`config.mk`:
```
export PLATFORM = sky130hd
export DESIGN_NAME = mine_game_ctrl
export DESIGN_NICKNAME = d
export VERILOG_FILES = /design/src/rtl/ms_pkg.sv /design/src/rtl/ms_lfsr.sv /design/src/rtl/mine_game_ctrl.sv
export SDC_FILE = /design/constraint.sdc
export NUM_CORES = 1
export LEC_CHECK = 0
export ABC_CLOCK_PERIOD_IN_PS = 6140
export BUFFER_PORTS_ARGS = -buffer_cell sky130_fd_sc_hd__buf_2
export CAP_MARGIN = 20
export CORE_ASPECT_RATIO = 0.8
export CORE_MARGIN = 5
export CORE_UTILIZATION = 35
export DETAILED_ROUTE_END_ITERATION = 6
export PLACE_DENSITY = 0.6
export SLEW_MARGIN = 20
export SYNTH_ARGS = -nofsm -noshare
export SYNTH_HDL_FRONTEND = slang
export SYNTH_SLANG_ARGS = --single-unit
```
`constraint.sdc`:
```
create_clock -name clock -period 6.14 [get_ports clock]
set_clock_uncertainty 0.1 [all_clocks]
set_input_delay 0.614 -clock clock [delete_from_list [all_inputs] [get_ports clock]]
set_output_delay 0.614 -clock clock [all_outputs]
set_load 0.02 [all_outputs]
```
`src/rtl/ms_pkg.sv`:
```
// Shared key codes, FSM states and win/lose encodings for the minesweeper controller.
// Latency: n/a (constants only).
// Backpressure: n/a.
package ms_pkg;

    localparam logic [2:0] UP      = 3'd0;
    localparam logic [2:0] DOWN    = 3'd1;
    localparam logic [2:0] LEFT    = 3'd2;
    localparam logic [2:0] RIGHT   = 3'd3;
    localparam logic [2:0] REVEAL  = 3'd4;
    localparam logic [2:0] FLAG    = 3'd5;
    localparam logic [2:0] RESTART = 3'd6;

    typedef enum logic [2:0] {
        S_READY = 3'd0,
        S_PLACE = 3'd1,
        S_PLAY  = 3'd2,
        S_WIN   = 3'd3,
        S_LOSE  = 3'd4
    } state_t;

    localparam logic [1:0] WL_PLAY = 2'b00;
    localparam logic [1:0] WL_WIN  = 2'b01;
    localparam logic [1:0] WL_LOSE = 2'b10;

    // Galois feedback mask for taps 16/14/13/11 (maximal length)
    localparam logic [15:0] LFSR_TAPS = 16'hB400;

endpackage

```
`src/rtl/ms_lfsr.sv`:
```
// 16-bit Galois LFSR, free-running, used to pick mine candidates.
// Latency: output is the registered state, advances every cycle.
// Backpressure: none; never stalls.
module ms_lfsr
    import ms_pkg::*;
#(
    parameter logic [15:0] SEED = 16'hACE1
) (
    input  logic        clock,
    input  logic        reset,
    output logic [15:0] lfsr
);

    always_ff @(posedge clock) begin
        if (reset) begin
            lfsr <= SEED;
        end else begin
            lfsr <= {1'b0, lfsr[15:1]} ^ (lfsr[0] ? LFSR_TAPS : 16'h0000);
        end
    end

endmodule

```
`src/rtl/mine_game_ctrl.sv`:
```
// Minesweeper game controller for a GRID_W x GRID_H board; MS_FLAG_EN enables flag storage.
// Latency: key events take effect on the sampling edge; mine placement takes >= MINES cycles.
// Backpressure: none; keys other than RESTART are dropped while busy (S_PLACE).
module mine_game_ctrl
    import ms_pkg::*;
#(
    parameter int          GRID_W    = 8,
    parameter int          GRID_H    = 8,
    parameter int          MINES     = 10,
    parameter logic [15:0] LFSR_SEED = 16'hACE1,
    localparam int         N         = GRID_W * GRID_H,
    localparam int         XW        = (GRID_W > 2) ? $clog2(GRID_W) : 1,
    localparam int         YW        = (GRID_H > 2) ? $clog2(GRID_H) : 1
) (
    input  logic          clock,
    input  logic          reset,
    input  logic          key_valid,
    input  logic [2:0]    key_code,
    output logic [1:0]    wl,
    output logic [N-1:0]  bomb_grid,
    output logic [N-1:0]  reveal_grid,
    output logic [N-1:0]  flag_grid,
    output logic [XW-1:0] cursor_x,
    output logic [YW-1:0] cursor_y,
    output logic [2:0]    state,
    output logic          busy
);

    localparam int            IW      = $clog2(N);
    localparam int            CW      = $clog2(N + 1);
    localparam logic [XW:0]   GW_L    = (XW + 1)'(GRID_W);
    localparam logic [YW:0]   GH_L    = (YW + 1)'(GRID_H);
    localparam logic [XW-1:0] X_MAX   = XW'(GRID_W - 1);
    localparam logic [YW-1:0] Y_MAX   = YW'(GRID_H - 1);
    localparam logic [CW-1:0] MINES_L = CW'(MINES);
    localparam logic [CW-1:0] SAFE_N  = CW'(N - MINES);

    function automatic logic [IW-1:0] cell_idx(input logic [XW-1:0] x, input logic [YW-1:0] y);
        return IW'(32'(y) * 32'(GRID_W) + 32'(x));
    endfunction

    state_t        state_q, state_d;
    logic [1:0]    wl_q, wl_d;
    logic [N-1:0]  bomb_q, bomb_d;
    logic [N-1:0]  reveal_q, reveal_d;
    logic [XW-1:0] cx_q, cx_d;
    logic [YW-1:0] cy_q, cy_d;
    logic [CW-1:0] rcnt_q, rcnt_d;
    logic [CW-1:0] pcnt_q, pcnt_d;
    logic [IW-1:0] safe_q, safe_d;
    logic [15:0]   lfsr_q;
    logic [XW-1:0] cand_x;
    logic [YW-1:0] cand_y;
    logic [IW-1:0] cand_idx, cur_idx;
    logic          cand_ok, cur_flag;

    ms_lfsr #(.SEED(LFSR_SEED)) u_lfsr (
        .clock (clock),
        .reset (reset),
        .lfsr  (lfsr_q)
    );

    generate
        if (XW + YW < 16) begin : g_spare_bits
            logic unused_lfsr_bits;
            assign unused_lfsr_bits = ^lfsr_q[15:XW+YW];
        end
    endgenerate

    assign cand_x   = lfsr_q[XW-1:0];
    assign cand_y   = lfsr_q[XW+YW-1:XW];
    assign cand_idx = cell_idx(cand_x, cand_y);
    assign cur_idx  = cell_idx(cx_q, cy_q);
    assign cand_ok  = ({1'b0, cand_x} < GW_L) && ({1'b0, cand_y} < GH_L) &&
                      !bomb_q[cand_idx] && (cand_idx != safe_q);

`ifdef MS_FLAG_EN
    logic [N-1:0] flag_q, flag_d;
    assign flag_grid = flag_q;
    assign cur_flag  = flag_q[cur_idx];
`else
    assign flag_grid = '0;
    assign cur_flag  = 1'b0;
`endif

    always_ff @(posedge clock) begin
        if (reset) begin
            state_q  <= S_READY;
            wl_q     <= WL_PLAY;
            bomb_q   <= '0;
            reveal_q <= '0;
            cx_q     <= '0;
            cy_q     <= '0;
            rcnt_q   <= '0;
            pcnt_q   <= '0;
            safe_q   <= '0;
`ifdef MS_FLAG_EN
            flag_q   <= '0;
`endif
        end else begin
            state_q  <= state_d;
            wl_q     <= wl_d;
            bomb_q   <= bomb_d;
            reveal_q <= reveal_d;
            cx_q     <= cx_d;
            cy_q     <= cy_d;
            rcnt_q   <= rcnt_d;
            pcnt_q   <= pcnt_d;
            safe_q   <= safe_d;
`ifdef MS_FLAG_EN
            flag_q   <= flag_d;
`endif
        end
    end

    always_comb begin
        state_d  = state_q;
        wl_d     = wl_q;
        bomb_d   = bomb_q;
        reveal_d = reveal_q;
        cx_d     = cx_q;
        cy_d     = cy_q;
        rcnt_d   = rcnt_q;
        pcnt_d   = pcnt_q;
        safe_d   = safe_q;
`ifdef MS_FLAG_EN
        flag_d   = flag_q;
`endif
        if (key_valid && key_code == RESTART) begin
            state_d  = S_READY;
            wl_d     = WL_PLAY;
            bomb_d   = '0;
            reveal_d = '0;
            cx_d     = '0;
            cy_d     = '0;
            rcnt_d   = '0;
            pcnt_d   = '0;
`ifdef MS_FLAG_EN
            flag_d   = '0;
`endif
        end else begin
            case (state_q)
                S_READY, S_PLAY: begin
                    if (key_valid) begin
                        case (key_code)
                            UP:    cy_d = (cy_q == '0)    ? Y_MAX : cy_q - YW'(1);
                            DOWN:  cy_d = (cy_q == Y_MAX) ? '0    : cy_q + YW'(1);
                            LEFT:  cx_d = (cx_q == '0)    ? X_MAX : cx_q - XW'(1);
                            RIGHT: cx_d = (cx_q == X_MAX) ? '0    : cx_q + XW'(1);
                            REVEAL: begin
                                if (state_q == S_READY) begin
                                    safe_d  = cur_idx;
                                    state_d = S_PLACE;
                                end else if (!reveal_q[cur_idx] && !cur_flag) begin
                                    reveal_d[cur_idx] = 1'b1;
                                    if (bomb_q[cur_idx]) begin
                                        wl_d    = WL_LOSE;
                                        state_d = S_LOSE;
                                    end else begin
                                        rcnt_d = rcnt_q + CW'(1);
                                        if (rcnt_q + CW'(1) == SAFE_N) begin
                                            wl_d    = WL_WIN;
                                            state_d = S_WIN;
                                        end
                                    end
                                end
                            end
`ifdef MS_FLAG_EN
                            FLAG: begin
                                if (state_q == S_PLAY && !reveal_q[cur_idx]) begin
                                    flag_d[cur_idx] = !flag_q[cur_idx];
                                end
                            end
`endif
                            default: ;
                        endcase
                    end
                end
                S_PLACE: begin
                    if (cand_ok) begin
                        bomb_d[cand_idx] = 1'b1;
                        pcnt_d           = pcnt_q + CW'(1);
                        // last mine placed: open the protected first cell immediately
                        if (pcnt_q + CW'(1) == MINES_L) begin
                            reveal_d[safe_q] = 1'b1;
                            rcnt_d           = CW'(1);
                            if (SAFE_N == CW'(1)) begin
                                wl_d    = WL_WIN;
                                state_d = S_WIN;
                            end else begin
                                state_d = S_PLAY;
                            end
                        end
                    end
                end
                default: ;
            endcase
        end
    end

    assign wl          = wl_q;
    assign bomb_grid   = bomb_q;
    assign reveal_grid = reveal_q;
    assign cursor_x    = cx_q;
    assign cursor_y    = cy_q;
    assign state       = state_q;
    assign busy        = (state_q == S_PLACE);

endmodule

```
==> flow_metrics.py <==
metrics = {
    "outcome": {
        "status": "complete, no violations",
    },
    "critical_path": {
        "worstSetupPathType": "reg2reg",
        "arrival_ps": 4660,
        "end_kind": "flop",
        "r2r_slack_ps": 1730,
        "required_ps": 6390,
        "start_kind": "flop",
        "crit_fanout": 30,
    },
    "cells_and_area": {
        "diodes": 0,
        "regArea_um2": 3510,
        "multi_input_area_um2": 5320,
        "layout_commonest_cell": "dfxtp_1",
        "final_cell_mix": "dfxtp_1, buf_2, nor2_1",
        "final_nets": 1138,
        "stdcell_count": 1497,
        "fill_cells": 2762,
        "area_growth_pct": 13.2,
        "final_layout_size_suffix_gt1_share_pct": 22.5,
    },
    "sta": {
        "maxSlewViolCount": 0,
        "tns_ps": 0,
        "grt_setup_unrepaired": "no",
        "timing.fmax_mhz": 227,
        "finalHoldViolations": 0,
        "fin_ws_ps": 1730,
        "tightest_slew_ps": 1130,
        "finalSetupViolCount": 0,
        "relSlewSlack_pct": 24.3,
        "fin_crit_sh_pct": 71.9,
        "period_needed_ps": 4410,
    },
    "cts": {
        "cts_inserted_buffers": 17,
        "cts-root-buf": "clkbuf_16",
        "clk_latency_ps": 440,
        "postCtsSetupBuffers": 0,
        "cts_hold_buffers": 0,
        "clock_path_buffers": 2,
        "htreeDepth": 4,
        "clock-sinks": 175,
        "clk_pin_slew_worst_paths_ps": 70,
        "cts_resized": 0,
        "cts_tree": "done",
    },
    "drt": {
        "drt_iter0_markers": 781,
        "dr.pass1.iters": 5,
        "drc_errors": 0,
        "vias_per_cell": 5.80,
        "antenna_left": 0,
        "via_count": 8678,
        "wl_per_cell_um": 21.3,
        "routed_wl_mm": 31.9,
    },
    "synth": {
        "syn-cell-area_um2": 9520,
        "synth_cell_types": 73,
        "synth-seq-cells": 175,
        "ys_warn_count": 0,
        "synth.top_cell.area_share_pct": 36.8,
        "synth_area_leaders": "dfxtp_1, mux4_2, buf_4, a41oi_1, a22o_1",
        "yosysSeqAreaShare_pct": 36.8,
        "async_flop_share_pct": 0,
        "synthFlopType": "dfxtp_1",
        "synth-edff-count": 0,
        "yosys.area.top_type": "dfxtp_1",
        "syn_inst": 1036,
        "avgSynthCellArea_um2": 9.18,
    },
    "floorplanning": {
        "die_y_um": 157,
        "rows": 54,
        "initial_utilization_pct": 35.2,
        "ioPinCount": 210,
        "dieArea_um2": 30600,
        "core_area_um2": 27000,
        "die-width_um": 194,
    },
    "global_routing": {
        "grt_pass1_wl_mm": 48.3,
        "grtUsageTotal_pct": 19.9,
        "grt_pass1_vias": 7913,
        "grt_max_degree": 78,
        "antenna_found_initial": 0,
        "overflow": 0,
    },
    "place": {
        "hpwl_mm": 22.3,
        "dp.cells": 1465,
        "place_congestion": 0.886,
        "preCtsSetupSlack_ps": 1870,
        "io_buffers": 145,
    },
    "flow_run": {
        "maxCapViolations": 0,
    },
    "power_and_ir_drop": {
        "p_leak_nw": 4.17,
        "power.density_nw_per_um2": 234,
        "vdd_drop_max_uv": 195,
    },
    "worst_hold_path": {
        "hp-class": "reg2reg",
    },
}
metal layers:
layer / routed length, um / track usage [%]
met1: 14800 / 29.5
met2: 13600 / 28.3
met3: 2800 / 5.20
met4: 691 / 5.69
met5: 0 / 0
synth_stat cells, drive strengths merged, types with 3 or more instances:
| master | n |
|---|---|
| a22oi | 32 |
| or2 | 9 |
| nand2b | 6 |
| and2 | 4 |
| nand4 | 10 |
| a22o | 43 |
| ha | 12 |
| nand3b | 4 |
| or3 | 7 |
| a211oi | 10 |
| buf | 93 |
| and3 | 11 |
| a221oi | 8 |
| nor2b | 14 |
| nor3b | 10 |
| inv | 13 |
| nor4 | 4 |
| mux2i | 27 |
| or4 | 3 |
| nand3 | 25 |
| a41oi | 55 |
| o21ai | 30 |
| mux2 | 5 |
| a21oi | 30 |
| and3b | 7 |
| dfxtp | 175 |
| xor2 | 10 |
| nor2 | 99 |
| nand2 | 59 |
| o211ai | 9 |
| nor3 | 15 |
| o22ai | 48 |
| xnor2 | 10 |
| a31oi | 3 |
| mux4 | 30 |
| clkbuf | 66 |
| or3b | 3 |
| o31ai | 6 |
worst max-delay path, stage by stage, from the launching register on:
cell and delay, ps:
dfxtp_1 940, nor2b_1 910, a22oi_1 160, o211ai_1 150, and4_1 190, and4_2 660
o21ai_1 140, buf_4 210, a211o_1 590, o21ai_0 270
kinds of logic after synthesis:
family                   Yosys count  share of synthesized area [%]
other                              1                         0.0394
flip-flops                       175                           36.8
adder cells (fa/ha/maj)           12                           1.58
buffers and inverters            173                           10.2
multiplexers                      62                           10.6
XOR/XNOR                          20                           1.84
AND/OR/NAND/NOR                  296                           15.5
AO/OA/AOI/OAI                    297                           23.5
cell type report:
type / count / area share (%)
Inverter: 14 / 0.488
Timing Repair Buffer: 161 / 7.86
Tap cell: 364 / 4.23
Sequential cell: 175 / 32.6
Clock inverter: 15 / 1.53
Clock buffer: 17 / 3.95
Multi-Input combinational cell: 751 / 49.4
registers in the layout (all words and copies together) (netlist names):
signal / count
u_lfsr.lfsr: 16
bomb_grid: 64
wl: 2
rcnt_q: 7
cursor_x: 3
cursor_y: 3
pcnt_q: 7
reveal_grid: 64
state: 3
safe_q: 6
where the power goes:
part	internal, mW	switching [mW]
sequential	1.15	0.0318
combinational	0.0623	0.177
clock	0.581	0.526
final timing paths:
check | start | end | cells after the start
min | u_lfsr.lfsr[12]$_SDFF_PP0_ | u_lfsr.lfsr[11]$_SDFF_PP1_ | 1
min reg2reg | u_lfsr.lfsr[12]$_SDFF_PP0_ | u_lfsr.lfsr[11]$_SDFF_PP1_ | 1
max | u_lfsr.lfsr[1]$_SDFF_PP0_ | reveal_grid[0]$_SDFFE_PP0P_ | 9
max reg2reg | u_lfsr.lfsr[1]$_SDFF_PP0_ | reveal_grid[0]$_SDFFE_PP0P_ | 9
through the flow:
| stage | hold WS (ps) | util (%) | area (um^2) | power (mW) |
|---|---|---|---|---|
| after floorplan | 289 | - | 9750 | 1.41 |
| after global placement | 290 | 37.6 | 10200 | 1.44 |
| after detailed placement | 295 | 37.6 | 10200 | 1.44 |
| after CTS | 317 | 39.8 | 10800 | 2.53 |
| after global routing | 328 | 39.8 | 10800 | 2.61 |
| final | 318 | 39.8 | 10800 | 2.52 |
No activity file was read; power rests on OpenSTA's default activity.
